[src/rtl/pipe_pkg.sv]
// Shared pipeline-register types for the RV32I core: E-stage control bundle and encodings.
package pipe_pkg;

  typedef enum logic [1:0] {
    RES_ALU = 2'b00,
    RES_MEM = 2'b01,
    RES_PC4 = 2'b10
  } result_src_t;

  typedef enum logic [2:0] {
    ALU_ADD = 3'b000,
    ALU_SUB = 3'b001,
    ALU_AND = 3'b010,
    ALU_XOR = 3'b100
  } alu_ctrl_t;

  typedef struct packed {
    logic        valid;
    logic        reg_write;
    result_src_t result_src;
    logic        mem_write;
    logic        jump;
    logic        branch;
    alu_ctrl_t   alu_ctrl;
    logic        alu_src;
  } ctrl_e_t;

  localparam ctrl_e_t NOP_CTRL = '0;
  localparam int      CTRL_W   = $bits(ctrl_e_t);

endpackage

[src/rtl/pipe_reg.sv]
// Generic pipeline flop bank: sync active-low reset, then clear (bubble), then enable (load).
module pipe_reg #(
  parameter int WIDTH = 32
) (
  input  logic             clk,
  input  logic             rst_n,
  input  logic             en_i,
  input  logic             clr_i,
  input  logic [WIDTH-1:0] d_i,
  output logic [WIDTH-1:0] q_o
);

  logic [WIDTH-1:0] q_q, q_d;

  always_comb begin
    q_d = q_q;
    if (clr_i)     q_d = '0;
    else if (en_i) q_d = d_i;
  end

  always_ff @(posedge clk) begin
    if (!rst_n) q_q <= '0;
    else        q_q <= q_d;
  end

  assign q_o = q_q;

endmodule

[src/rtl/id_ex_reg.sv]
// Decode->Execute pipeline register with stall/flush; optional bubble counter under `ID_EX_PERF_EN.
module id_ex_reg
  import pipe_pkg::*;
#(
  parameter int WIDTH  = 32,
  parameter int REG_AW = 5
) (
  input  logic              clk,
  input  logic              rst_n,
  input  logic              StallE,
  input  logic              FlushE,
  input  logic              ValidD,
  input  logic              RegWriteD,
  input  logic [1:0]        ResultSrcD,
  input  logic              MemWriteD,
  input  logic              JumpD,
  input  logic              BranchD,
  input  logic [2:0]        ALUcontrolD,
  input  logic              ALUSrcD,
  input  logic [WIDTH-1:0]  RD1D,
  input  logic [WIDTH-1:0]  RD2D,
  input  logic [WIDTH-1:0]  PCD,
  input  logic [WIDTH-1:0]  PCPlus4D,
  input  logic [WIDTH-1:0]  ImmExtD,
  input  logic [REG_AW-1:0] Rs1D,
  input  logic [REG_AW-1:0] Rs2D,
  input  logic [REG_AW-1:0] RdD,
  output logic              ValidE,
  output logic              RegWriteE,
  output logic [1:0]        ResultSrcE,
  output logic              MemWriteE,
  output logic              JumpE,
  output logic              BranchE,
  output logic [2:0]        ALUcontrolE,
  output logic              ALUSrcE,
  output logic [WIDTH-1:0]  RD1E,
  output logic [WIDTH-1:0]  RD2E,
  output logic [WIDTH-1:0]  PCE,
  output logic [WIDTH-1:0]  PCPlus4E,
  output logic [WIDTH-1:0]  ImmExtE,
  output logic [REG_AW-1:0] Rs1E,
  output logic [REG_AW-1:0] Rs2E,
  output logic [REG_AW-1:0] RdE,
  output logic [31:0]       BubbleCntE
);

  localparam int DATA_W = 5*WIDTH + 3*REG_AW;

  ctrl_e_t            ctrl_d, ctrl_q;
  logic [CTRL_W-1:0]  ctrl_vec_q;
  logic [DATA_W-1:0]  data_d, data_q;

  // A non-valid slot keeps its operands but must never cause writes or redirects.
  always_comb begin
    ctrl_d            = NOP_CTRL;
    ctrl_d.valid      = ValidD;
    ctrl_d.reg_write  = RegWriteD & ValidD;
    ctrl_d.result_src = result_src_t'(ResultSrcD);
    ctrl_d.mem_write  = MemWriteD & ValidD;
    ctrl_d.jump       = JumpD & ValidD;
    ctrl_d.branch     = BranchD & ValidD;
    ctrl_d.alu_ctrl   = alu_ctrl_t'(ALUcontrolD);
    ctrl_d.alu_src    = ALUSrcD;
  end

  assign data_d = {RD1D, RD2D, PCD, PCPlus4D, ImmExtD, Rs1D, Rs2D, RdD};

  pipe_reg #(.WIDTH(CTRL_W)) u_ctrl (
    .clk   (clk),
    .rst_n (rst_n),
    .en_i  (~StallE),
    .clr_i (FlushE),
    .d_i   (ctrl_d),
    .q_o   (ctrl_vec_q)
  );

  pipe_reg #(.WIDTH(DATA_W)) u_data (
    .clk   (clk),
    .rst_n (rst_n),
    .en_i  (~StallE),
    .clr_i (FlushE),
    .d_i   (data_d),
    .q_o   (data_q)
  );

  assign ctrl_q      = ctrl_e_t'(ctrl_vec_q);
  assign ValidE      = ctrl_q.valid;
  assign RegWriteE   = ctrl_q.reg_write;
  assign ResultSrcE  = ctrl_q.result_src;
  assign MemWriteE   = ctrl_q.mem_write;
  assign JumpE       = ctrl_q.jump;
  assign BranchE     = ctrl_q.branch;
  assign ALUcontrolE = ctrl_q.alu_ctrl;
  assign ALUSrcE     = ctrl_q.alu_src;

  assign {RD1E, RD2E, PCE, PCPlus4E, ImmExtE, Rs1E, Rs2E, RdE} = data_q;

`ifdef ID_EX_PERF_EN
  logic [31:0] bubble_cnt_q, bubble_cnt_d;

  // Saturating count of inserted bubbles; stall has no effect on it.
  always_comb begin
    bubble_cnt_d = bubble_cnt_q;
    if (FlushE && (bubble_cnt_q != 32'hFFFF_FFFF)) bubble_cnt_d = bubble_cnt_q + 32'd1;
  end

  always_ff @(posedge clk) begin
    if (!rst_n) bubble_cnt_q <= '0;
    else        bubble_cnt_q <= bubble_cnt_d;
  end

  assign BubbleCntE = bubble_cnt_q;
`else
  assign BubbleCntE = 32'd0;
`endif

endmodule

[config.mk]
export PLATFORM = sky130hd
export DESIGN_NAME = id_ex_reg
export DESIGN_NICKNAME = d
export VERILOG_FILES = /design/src/rtl/pipe_pkg.sv /design/src/rtl/pipe_reg.sv /design/src/rtl/id_ex_reg.sv
export SDC_FILE = /design/constraint.sdc
export NUM_CORES = 1
export LEC_CHECK = 0
export ABC_AREA = 1
export CAP_MARGIN = 20
export CORE_AREA = 4 4 155 157
export DETAILED_ROUTE_END_ITERATION = 7
export DIE_AREA = 0 0 159 161
export GPL_TIMING_DRIVEN = 1
export HOLD_SLACK_MARGIN = 0.06
export PLACE_DENSITY = 0.69
export SETUP_SLACK_MARGIN = 0.05
export SYNTH_ARGS = -nofsm -noshare
export SYNTH_HDL_FRONTEND = slang
export SYNTH_SLANG_ARGS = --single-unit
[constraint.sdc]
create_clock -name clk -period 1.2 [get_ports clk]
set_clock_uncertainty 0.2 [all_clocks]
set_input_delay 0.36 -clock clk [delete_from_list [all_inputs] [get_ports clk]]
set_output_delay 0.36 -clock clk [all_outputs]
set_load 0.01 [all_outputs]
==> impl_metrics.xml <==
<?xml version="1.0" encoding="UTF-8"?>
<metrics>
  <group name="synth">
    <metric name="synth.yosys.warnings" unit="">0</metric>
    <metric name="ys_seq_area_share" unit="%">54.9</metric>
    <metric name="post_synth_instance_area" unit="um^2">6790</metric>
    <metric name="fraction_of_the_mapped_netlist_area_in_compound_gates" unit="%">14.3</metric>
    <metric name="netlist-cell-type-count" unit="">13</metric>
    <metric name="synthMuxAreaShare" unit="%">0</metric>
    <metric name="ys_seq_elements" unit="">186</metric>
    <metric name="dominant_combinational_cell_family_by_area_after_synthesis" unit="">simple AND/OR/NAND/NOR gates</metric>
    <metric name="fraction_of_the_mapped_netlist_area_in_adder_cells" unit="%">0</metric>
    <metric name="synthSimpleGateAreaFrac" unit="%">21.1</metric>
    <metric name="synthCells" unit="">841</metric>
    <metric name="synth.avg_cell_area" unit="um^2">8.07</metric>
    <metric name="post_synthesis_share_of_cell_area_spent_on_xor_and_xnor_gates" unit="%">0</metric>
  </group>
  <group name="route">
    <metric name="highest_metal_layer_used_by_the_detailed_router" unit="">met4</metric>
    <metric name="met2RoutedLength" unit="um">11700</metric>
    <metric name="vias_per_cell" unit="">4.44</metric>
    <metric name="met3WireLength" unit="um">2080</metric>
    <metric name="post_drt_wl_per_cell" unit="um">15.6</metric>
    <metric name="detailroute.via_count" unit="">6881</metric>
    <metric name="drt_iter0_markers" unit="">353</metric>
    <metric name="met1_length" unit="um">9920</metric>
    <metric name="detail_route.wirelength" unit="um">24200</metric>
    <metric name="post_detailed_route_drc_marker_count" unit="">0</metric>
    <metric name="route.antenna.remaining_nets" unit="">0</metric>
    <metric name="drt-pass1-iter-count" unit="">4</metric>
  </group>
  <group name="cts">
    <metric name="cts_hold_buf" unit="">0</metric>
    <metric name="tritoncts.num_buffers" unit="">17</metric>
    <metric name="cts-root-to-sink-buffers" unit="">2</metric>
    <metric name="clk_pin_slew_worst_paths" unit="ps">80</metric>
    <metric name="cts_tree" unit="">built</metric>
    <metric name="maximum_level_of_the_cts_h_tree" unit="">4</metric>
    <metric name="root_buffer_master" unit="">sky130_fd_sc_hd__clkbuf_16</metric>
    <metric name="clk_latency" unit="ps">410</metric>
    <metric name="clock_sink_count" unit="">186</metric>
  </group>
  <group name="floorplan">
    <metric name="initial_core_util" unit="%">30.2</metric>
    <metric name="fp.coreArea" unit="um^2">22500</metric>
    <metric name="die-area" unit="um^2">25600</metric>
    <metric name="ios" unit="">408</metric>
    <metric name="die_w" unit="um">159</metric>
    <metric name="die_h" unit="um">161</metric>
    <metric name="rows" unit="">55</metric>
  </group>
  <group name="worst_setup_path">
    <metric name="crit_path_max_incr_delay" unit="ps">350</metric>
    <metric name="setup.worst_path.end_class" unit="">output port</metric>
    <metric name="timing_worst_setup_path_type" unit="">register to output port</metric>
    <metric name="critical_path.top_delay_family" unit="">flip-flops</metric>
    <metric name="r2r_start" unit="">u_data.q_o[75]</metric>
    <metric name="worst-endpoint-required" unit="ps">640</metric>
    <metric name="worstSetupStartpointType" unit="">register</metric>
    <metric name="critical_path.max_fanout" unit="">2</metric>
    <metric name="cp_num_buf_inv" unit="">1</metric>
    <metric name="critical_path_arrival" unit="ps">880</metric>
    <metric name="worstPathCellList" unit="">buf_6</metric>
    <metric name="startpoint" unit="">u_data.q_o[142]</metric>
    <metric name="critical_path.slowest_cell" unit="">sky130_fd_sc_hd__dfxtp_2</metric>
  </group>
  <group name="timing">
    <metric name="timing.final.ws_setup" unit="ps">-235</metric>
    <metric name="period_share" unit="%">120</metric>
    <metric name="finalSetupViolations" unit="">186</metric>
    <metric name="final-max-slew-violation-count" unit="">0</metric>
    <metric name="timing.final.hold_violations" unit="">0</metric>
    <metric name="clock.fmax" unit="MHz">697</metric>
    <metric name="unrepaired_setup_endpoints_after_global_routing" unit="">true</metric>
    <metric name="period_needed" unit="ps">1440</metric>
    <metric name="tns" unit="ps">-40480</metric>
  </group>
  <group name="grt">
    <metric name="groute.usage.overall" unit="%">17.8</metric>
    <metric name="globalRouteOverflowTotal" unit="">0</metric>
    <metric name="number_of_global_route_vias_before_repair" unit="">6600</metric>
    <metric name="grt_start_max_net_pins" unit="">44</metric>
    <metric name="grt_pass1_wl" unit="um">36700</metric>
    <metric name="number_of_antenna_violations_at_the_first_check_in_global_routing" unit="">0</metric>
  </group>
  <group name="power">
    <metric name="worst_ir_drop_vdd" unit="mV">0.874</metric>
    <metric name="total_leakage_power" unit="nW">5.08</metric>
    <metric name="pwr_density_cell" unit="nW/um^2">1140</metric>
  </group>
  <group name="finish">
    <metric name="final_util" unit="%">54.7</metric>
    <metric name="most_frequent_standard_cell_in_the_layout_excluding_fill_and_tap_cells" unit="">sky130_fd_sc_hd__nand2_1</metric>
    <metric name="layout_common_cells" unit="">sky130_fd_sc_hd__nand2_1, sky130_fd_sc_hd__buf_6, sky130_fd_sc_hd__clkdlybuf4s50_1, sky130_fd_sc_hd__dfxtp_2, sky130_fd_sc_hd__a21oi_1</metric>
    <metric name="fin_nets" unit="">1442</metric>
    <metric name="post_route_cells_drive_above_1_share" unit="%">40.1</metric>
    <metric name="final-instance-count-excl-fill" unit="">1550</metric>
    <metric name="area_growth_from_synthesis_to_layout" unit="%">81.4</metric>
    <metric name="insertedDiodeCount" unit="">0</metric>
  </group>
  <group name="run_status">
    <metric name="failed_checks" unit="">negative setup slack</metric>
    <metric name="result_of_the_run" unit="">finished with violations</metric>
  </group>
  <group name="place">
    <metric name="placed_cells" unit="">1486</metric>
    <metric name="io_buffer_count" unit="">375</metric>
    <metric name="dp_hpwl" unit="um">17000</metric>
    <metric name="routabilityCongestion" unit="">0.785</metric>
  </group>
  <group name="worst_hold_path">
    <metric name="min_from" unit="">StallE</metric>
    <metric name="timing.hold.worst.class" unit="">input port to register</metric>
  </group>
  <group name="run">
    <metric name="timing.max_cap.violations" unit="">0</metric>
  </group>
</metrics>
-- worst register-to-register path: stages (launching register included) --
cell and delay [ps]:
sky130_fd_sc_hd__dfxtp_2 330, sky130_fd_sc_hd__buf_4 120, sky130_fd_sc_hd__buf_4 110, sky130_fd_sc_hd__nand2_1 50, sky130_fd_sc_hd__a21oi_1 50
-- registers in the layout, indices dropped and copies added, names as in the netlist --
name,count
u_ctrl.q_o,11
u_data.q_o,175
-- area by class of cell --
class	instances	area (um^2)
Clock buffer	20	437
Clock inverter	12	109
Fill cell	2038	10200
Inverter	2	22.5
Multi-Input combinational cell	592	2560
Sequential cell	186	3960
Tap cell	285	357
Timing Repair Buffer	453	4860
-- logic make-up after synthesis --
logic type      count (synthesis)
buf+inv                        95
simple gates                  373
flops                         186
compound gates                186
other cells                     1
-- per-stage QoR --
stage               instance area, um^2  hold slack, ps  setup WS (ps)  total power, mW
global route                      12300             182           -286             14.6
global placement                  10900             247           -524             8.59
floorplan                          6970             281           6.57             7.43
CTS                               12100             158           -263             14.2
detailed placement                10900             252           -584             8.61
finish                            12300             175           -235             14.0
-- path summary, 6_finish.rpt --
path | cells after the start | slack (ps) | endpoint
max | 1 | -240 | RD2E[31]
min | 4 | 170 | u_ctrl.q_o[10]
max reg2reg | 4 | 210 | u_data.q_o[75]
min reg2reg | 2 | 270 | u_data.q_o[18]
-- report_power, final --
group | internal [mW] | switching (mW)
Clock | 2.73 | 2.61
Combinational | 1.27 | 0.872
Sequential | 6.40 | 0.135
-- metal layers --
layer / vias up / GRT usage [%]
li1: 3442 / -
met4: 0 / 5.33
met2: 286 / 30.5
met3: 23 / 7.25
met1: 3130 / 20.6
met5: - / 0
-- synthesized netlist by cell type --
library cell / instances / area, um^2
sky130_fd_sc_hd__buf_4: 42 / 315
sky130_fd_sc_hd__a21oi_2: 10 / 87.6
sky130_fd_sc_hd__buf_2: 33 / 165
sky130_fd_sc_hd__clkinv_4: 1 / 8.76
sky130_fd_sc_hd__buf_6: 13 / 146
sky130_fd_sc_hd__nand3_1: 4 / 20.0
sky130_fd_sc_hd__a21oi_1: 176 / 881
sky130_fd_sc_hd__inv_1: 1 / 3.75
sky130_fd_sc_hd__clkbuf_1: 5 / 18.8
sky130_fd_sc_hd__conb_1: 1 / 3.75
sky130_fd_sc_hd__nand2_2: 11 / 68.8
sky130_fd_sc_hd__dfxtp_1: 186 / 3720
sky130_fd_sc_hd__nand2_1: 358 / 1340
-- repair_timing --
item | in CTS | in global routing
gates resized for setup | 1135 | 5
pin swaps | 1 | 0
gates cloned | 4 | 0
setup buffers | 7 | 21
endpoints found under the setup margin | 372 | 198
No activity file was read; power rests on OpenSTA's default activity.
